--- config.mk ---
export PLATFORM = sky130hd
export DESIGN_NAME = bus_source_arbiter
export DESIGN_NICKNAME = d
export VERILOG_FILES = /design/src/rtl/bus_source_arbiter.sv
export SDC_FILE = /design/constraint.sdc
export NUM_CORES = 1
export LEC_CHECK = 0
export CORE_MARGIN = 1.5
export CORE_UTILIZATION = 61
export CTS_BUF_LIST = sky130_fd_sc_hd__clkbuf_4 sky130_fd_sc_hd__clkbuf_8
export DETAILED_ROUTE_END_ITERATION = 10
export GPL_TIMING_DRIVEN = 0
export PLACE_DENSITY = 0.82
export SETUP_SLACK_MARGIN = 0.02
export SYNTH_ARGS = -nofsm -noshare
export SYNTH_HDL_FRONTEND = slang
export SYNTH_SLANG_ARGS = --single-unit
--- constraint.sdc ---
create_clock -name clk -period 11.9 [get_ports clk]
set_clock_uncertainty 0.2 [all_clocks]
set_input_delay 1.19 -clock clk [delete_from_list [all_inputs] [get_ports clk]]
set_output_delay 1.19 -clock clk [all_outputs]
set_load 0.02 [all_outputs]
--- src/rtl/bus_source_arbiter.sv ---
// bus_source_arbiter: round-robin owner of the shared bus; req[NSRC] in, registered one-hot grant, bus_sel code, bus_valid and hold_cnt out; lock keeps the owner for at most MAXHOLD cycles; clr is an async active-low reset
module bus_source_arbiter #(
  parameter int NSRC    = 24,
  parameter int SELW    = 5,
  parameter int MAXHOLD = 4
) (
  input  logic            clk,
  input  logic            clr,
  input  logic [NSRC-1:0] req,
  input  logic            lock,
  output logic [NSRC-1:0] grant,
  output logic [SELW-1:0] bus_sel,
  output logic            bus_valid,
  output logic [2:0]      hold_cnt
);
  typedef enum logic {IDLE, OWNED} state_t;
  state_t state, state_d;
  logic [SELW-1:0] last, last_d, sel_d, base, win;
  logic [NSRC-1:0] grant_d;
  logic [2:0] hold_d;
  logic found, keep;
  int idx;
  always_comb begin
    base = state == OWNED ? bus_sel : last;
    found = 1'b0;
    win = '0;
    idx = 0;
    for (int i = 1; i <= NSRC; i++) begin
      idx = int'(base) + i;
      idx = idx >= NSRC ? idx - NSRC : idx;
      if (!found && req[SELW'(idx)]) begin
        found = 1'b1;
        win = SELW'(idx);
      end
    end
  end
  assign keep = state == OWNED && req[bus_sel] && lock && hold_cnt < 3'(MAXHOLD);
  always_comb begin
    state_d = found ? OWNED : IDLE;
    last_d = state == OWNED ? bus_sel : last;
    grant_d = found ? NSRC'(1) << win : '0;
    sel_d = found ? win : '0;
    hold_d = found ? 3'd1 : 3'd0;
    if (keep) begin
      state_d = state;
      last_d = last;
      grant_d = grant;
      sel_d = bus_sel;
      hold_d = hold_cnt + 3'd1;
    end
  end
  always_ff @(posedge clk or negedge clr) begin
    if (!clr) begin
      state <= IDLE;
      last <= SELW'(NSRC - 1);
      grant <= '0;
      bus_sel <= '0;
      hold_cnt <= '0;
    end else begin
      state <= state_d;
      last <= last_d;
      grant <= grant_d;
      bus_sel <= sel_d;
      hold_cnt <= hold_d;
    end
  end
  assign bus_valid = |grant;
endmodule

; Word level (Yosys, flattened, before mapping)
; Index checks and enable logic that the tools add are counted.
[word_totals]
register_bits = 38
latchBits = 0
mem_bits_rw = 0
rom_bits = 0
input_bits = 27
out_inout_bits = 33
elab_cells = 307
memories = 0
[classes]
addsub = 49
mul = 0
n_div = 0
order_cmp = 50
eq_ne = 0
shift = 1
n_mux = 152
bitwise_logic = 0
n_reduce_logical = 50
[op_table]
columns = op, count
row1 = 5-bit two-way mux, 50
row2 = 5-bit by 7-bit less-than comparator with 1-bit output (second input constant), 24
row3 = 6-bit by 5-bit >= comparator with 1-bit output (second input constant), 24
row4 = 1-bit binary-select mux with 5-bit select, 25
row5 = 5-bit subtractor (second input constant), 24
row6 = 1-bit two-way mux, 75
row7 = 5-bit by 5-bit adder with 6-bit output (second input constant), 9
row8 = 5-bit by 4-bit adder with 6-bit output (second input constant), 8
row9 = 1-bit logical AND, 26
row10 = 5-bit by 3-bit adder with 6-bit output (second input constant), 4
row11 = 24-bit two-way mux, 1
row12 = 24-bit OR reduction, 1
row13 = 1-bit by 5-bit left shift with 24-bit output (first input constant), 1
row14 = 1-bit zero test, 23
row15 = 5-bit by 2-bit adder with 6-bit output (second input constant), 2
row16 = 5-bit by 1-bit adder with 6-bit output (second input constant), 1
row17 = 5-bit by 6-bit less-than comparator with 1-bit output (second input constant), 1
row18 = 3-bit by 1-bit adder with 3-bit output (second input constant), 1
row19 = 3-bit less-than comparator (second input constant), 1
row20 = 3-bit two-way mux, 1

; Longest topological paths before layout
[logic_depth]
depth_word = 79
mapped_depth = 28
mapped_depth_nobuf = 21

; Worst setup path before layout
; Ideal clock, no wire load.
[synth_timing]
kind = flip-flop to flip-flop
from = register bus_sel[3]
to = register grant[10]
setup_ps = 139
arrival_ps = 6160
required_ps = 11561
slack_ps = 5401
path_stages_with_launch = 28
path_buffers = 8
synth_period_minus_slack_ps = 6499
path_cell_list = dfrtp_1 -> clkbuf_1 -> mux2i_1 -> clkinv_1 -> buf_1 -> clkbuf_1 -> ha_1 -> clkbuf_1 -> clkbuf_1 -> a211oi_1 -> or2_2 -> ha_1 -> nand2_1 -> a2bb2oi_1 -> nor3_1 -> o21bai_1 -> nand4_1 -> nor4_4 -> nand3_2 -> or4_1 -> buf_2 -> buf_6 -> nor3_2 -> nand2_1 -> nor4b_1 -> o31ai_1 -> buf_2 -> o31ai_1
[synth_via]
elab_chain_cells = 79
elab_cells_between_ends = 270
classes_between = add/sub: 48 / order compare: 24 / shift: 1 / mux: 148 / reduce/logical: 49
[synth_rtl]
columns = element, line
row1 = start: declaration, 12  ; output logic [SELW-1:0] bus_sel,
row2 = start signal: assignment, 63  ; bus_sel <= sel_d;
row3 = 5-bit two-way mux *, -
row4 = net base[3], 18  ; logic [SELW-1:0] last, last_d, sel_d, base, win;
row5 = 5-bit by 1-bit adder with 6-bit output, 29  ; idx = int'(base) + i;
row6 = 5-bit subtractor or 6-bit by 5-bit >= comparator with 1-bit output (tied branches), 30  ; idx = idx >= NSRC ? idx - NSRC : idx;
row7 = 5-bit two-way mux, 30
row8 = 1-bit binary-select mux with 5-bit select, 31  ; if (!found && req[SELW'(idx)]) begin
row9 = 1-bit two-way mux (not written as such) (2 in series), 31
row10 = 1-bit two-way mux, 31
row11 = (+63 left out), -
row12 = 1-bit zero test, 31
row13 = 1-bit logical AND, 31
row14 = 1-bit two-way mux, 31
row15 = 1-bit zero test, 31
row16 = 1-bit logical AND, 31
row17 = 5-bit two-way mux, 31
row18 = 1-bit by 5-bit left shift with 24-bit output, 41  ; grant_d = found ? NSRC'(1) << win : '0;
row19 = 24-bit two-way mux *, 41
row20 = end signal: assignment, 62  ; grant <= grant_d;
row21 = end: declaration, 11  ; output logic [NSRC-1:0] grant,
; Mark *: on every way through the listed nets, which the timed path passes. The rest lies on a longest branch. The select of a mux whose other input is x is not followed.
; A chain may end at the register's enable or synchronous reset.

; Worst setup path in the final report
[layout_timing]
from = register state
to = register bus_sel[1]
[layout_via]
elab_chain_cells = 78
elab_cells_between_ends = 267
classes_between = add/sub: 48 / order compare: 24 / mux: 146 / reduce/logical: 49
[layout_rtl]
columns = element, line
row1 = start: declaration, 17  ; state_t state, state_d;
row2 = start signal: assignment, 60  ; state <= state_d;
row3 = 5-bit two-way mux *, -
row4 = net base[1], 18
row5 = 5-bit by 1-bit adder with 6-bit output, 29
row6 = 5-bit subtractor or 6-bit by 5-bit >= comparator with 1-bit output (tied branches), 30
row7 = 5-bit two-way mux, 30
row8 = 1-bit binary-select mux with 5-bit select, 31
row9 = 1-bit two-way mux (not written as such) (2 in series), 31
row10 = 1-bit two-way mux, 31
row11 = (+62 left out), -
row12 = 1-bit two-way mux, 31
row13 = 1-bit zero test, 31
row14 = 1-bit logical AND, 31
row15 = 1-bit two-way mux, 31
row16 = 1-bit zero test, 31
row17 = 1-bit logical AND, 31
row18 = 5-bit two-way mux or 1-bit two-way mux (tied branches), 31
row19 = 5-bit two-way mux *, 42  ; sel_d = found ? win : '0;
; Marks and branches as above.

==> results.md <==
- Largest area contributor in the netlist: mux4_2
- Postcts setup bufs: 0
- Avg Cell Area, Syn: 7.83 sq um
- Reg-to-reg endpoint: bus_sel[1]$_DFFE_PN0N_
- Clock-pin slew on the worst setup and hold paths: 80 ps
- Final period utilization: 76.1%
- Gr usage total: 48.7%
- Final TNS setup: 0 ps
- Bufs and invs on worst path: 8
- Worst path arrival time: 8990 ps
- Levels on crit path: 22
- Netlist cell types: 90
- Vias/cell: 7.70
- Iteration count of the initial detailed-routing pass: 7
- Worst path top cell family by delay: simple AND/OR/NAND/NOR gates
- Required @ worst endpoint: 11840 ps
- R2r setup slk: 2850 ps
- Antenna violations before repair: 1
- # clock sinks: 38
- Pin count of the biggest net entering global routing: 39
- YS warnings: 0
- Worst-path fanout max: 13
- H-tree Lvls: 2
- FMAX: 110 MHz
- Area delta synth->final: 11.3%
- CP Launch Point: state$_DFFE_PN0N_
- DP Area: 8710 sq um
- Critical path class: register to register
- Hold Startpoint: grant[11]$_DFFE_PN0N_
- Initial core utilization: 62.7%
- Share of cells above drive strength 1: 12.3%
- Port Buffers: 59
- Least-Margin Pin Slew: 1340 ps
- Post-CTS Resized: 0
- WL per Instance: 26.6 um
- Worst skew pair latency: 300 ps
- Sequential Area: 956 sq um
- RSZ-0062 raised after global routing: no
- Initial drt markers: 1629
- Core area: 12600 sq um
- Number of flops mapped to enable cells by yosys: 0
- Vias: 9616
- Largest cells by area after synthesis: mux4_2 (11%), dfrtp_1 (11%), mux2i_1 (7.2%), nand2_1 (5.6%), a21oi_1 (4.0%)
- Gp weighted congestion: 1.12
- Async set or reset register ratio after synthesis: 100%
- Die H: 117 um
- Final setup margin: 2850 ps
- FP Rows: 41
- Antenna Nets Post-Route: 0
- Worst r2r path cells: 22
- Total DRC errors in the routed layout: 0
- Final Hold Viols: 0
- Slew HR: 10.5%
- Final count of negative-setup-slack endpoints: 0
- Crit path launch type: register
- Worst hold path class: register to register
- # fillers: 1098
- Hold_buf cts: 0
- CP endpoint kind: register
- End of the critical path: bus_sel[1]$_DFFE_PN0N_
- Most common cell in the netlist: nand2_1
- GRT overflow: 0
- TritonCTS clock tree: done
- Post-DP HPWL: 25900 um
- Synth top area share: 11.1%
- Most instantiated cells after synthesis: nand2_1 (119), a21oi_1 (64), mux2i_1 (57)
- Fin. max-slew vios: 0
- Status: complete, no violations
- Die width: 117 um
- Routed wire length: 33200 um
- Crit-path most repeated cell: buf_2
- CTS buffer count: 5
- Boundary Pins: 60
- R2r startpoint: state$_DFFE_PN0N_
- Seq/Total Area, Yosys: 12.1%
- Pre-CTS setup slack: 3310 ps
- CP Cell Sequence: buf_6, mux2i_1, inv_1, buf_2, clkbuf_1, ha_1, clkbuf_1, xnor2_1, mux4_2, nor4_2, a211oi_1, nor4_4, nand3_2, or4_1, buf_2, buf_6, nor3_2, nand2_1, nor4b_1, o31ai_1, buf_2, o21ai_1
- Nets: 1126
- Minimum clock period: 9050 ps
- Post-synthesis instance total: 1010
- Cell area after synthesis: 7910 sq um
- Number of diodes: 0
- Multi-input logic area: 6540 sq um
- Cell area after layout: 8810 sq um
- CTS max path bufs: 2
- Max-cap violations: 0
- Slowest cell on crit path: xnor2_1
- First-pass GRT wire length: 49700 um
- Ys flop type: dfrtp_1
- Root Driver: clkbuf_8
- Crit-path max cell delay: 1110 ps
- Synthesis-stage register bit count: 38
- Vias in the first global route: 8548
- Syn nets: 1060
- Die Area: 13700 sq um
per-layer routing:
layer	part of all wire (%)	vias to the layer above	wire, um	GRT usage [%]
met5	0	-	0	0
met4	6.9	0	2290	26.6
met3	15	194	4890	16.9
li1	-	4100	-	-
met1	37	4497	12400	63.1
met2	41	825	13600	71.4
kinds of logic (layout without fill, tap and decap cells):
family | after synthesis | after routing | share of synthesized area [%]
compound gates | 313 | 313 | 28.1
flops | 38 | 38 | 12.1
buf+inv | 95 | 162 | 5.27
simple gates | 393 | 393 | 25.7
fa+ha+maj | 23 | 23 | 3.64
xor+xnor | 27 | 27 | 3.18
mux | 121 | 121 | 22.0
registers in the layout, summed over array words and instances (netlist names):
| signal | flops |
|---|---|
| bus_sel | 5 |
| last | 5 |
| state | 1 |
| grant | 24 |
| hold_cnt | 3 |
cell usage in the layout (no fill, tap or decap), types with 25 or more instances in the layout:
cell,instances
nand2_1,119
a21oi_1,64
clkdlybuf4s50_1,58
mux2i_1,57
nor2_1,51
o21ai_0,46
nor3_1,41
nand3_1,41
clkbuf_1,39
mux4_2,39
dfrtp_1,34
o31ai_1,28
xnor2_1,25
through the flow:
stage | std cells | utilization (%) | hold WS (ps)
6_report | 1249 | 69.8 | 319
5_1_grt | 1249 | 69.8 | 323
4_1_cts | 1249 | 69.8 | 317
3_5_place_dp | 1241 | 69.0 | 296
3_3_place_gp | 1241 | 69.1 | 288
2_1_floorplan | 1010 | - | 349
cell type report:
type,count,share of cell area (%)
Inverter,24,1.02
Tap cell,172,2.44
Buffer,71,3.71
Clock inverter,2,0.142
Timing Repair Buffer,59,6.65
Clock buffer,6,0.937
Multi-Input combinational cell,877,74.2
Sequential cell,38,10.9
worst min-delay path by stage:
stage / to / slack [ps] / depth (start not counted)
floorplan: last[3]$_DFFE_PN0N_ / 350 / 2
global placement: hold_cnt[0]$_DFF_PN0_ / 290 / 1
detailed placement: grant[11]$_DFFE_PN0N_ / 300 / 2
CTS: hold_cnt[0]$_DFF_PN0_ / 320 / 1
global route: hold_cnt[0]$_DFF_PN0_ / 320 / 1
finish: grant[11]$_DFFE_PN0N_ / 320 / 2
worst reg2reg max path, delay by kind of cell (launching register included):
family,cells,cell delay [ps]
buffers and inverters,8,2230
xor gates and xnor gates,1,1110
and+or+nand+nor,7,2220
adders and majority gates,1,360
muxes,2,1500
DFF,1,340
AOI/OAI and AO/OA,3,950
Power is left out: the tool's default activity adds up to more than one toggle a clock period on the data nets, which glitch-free logic cannot reach.
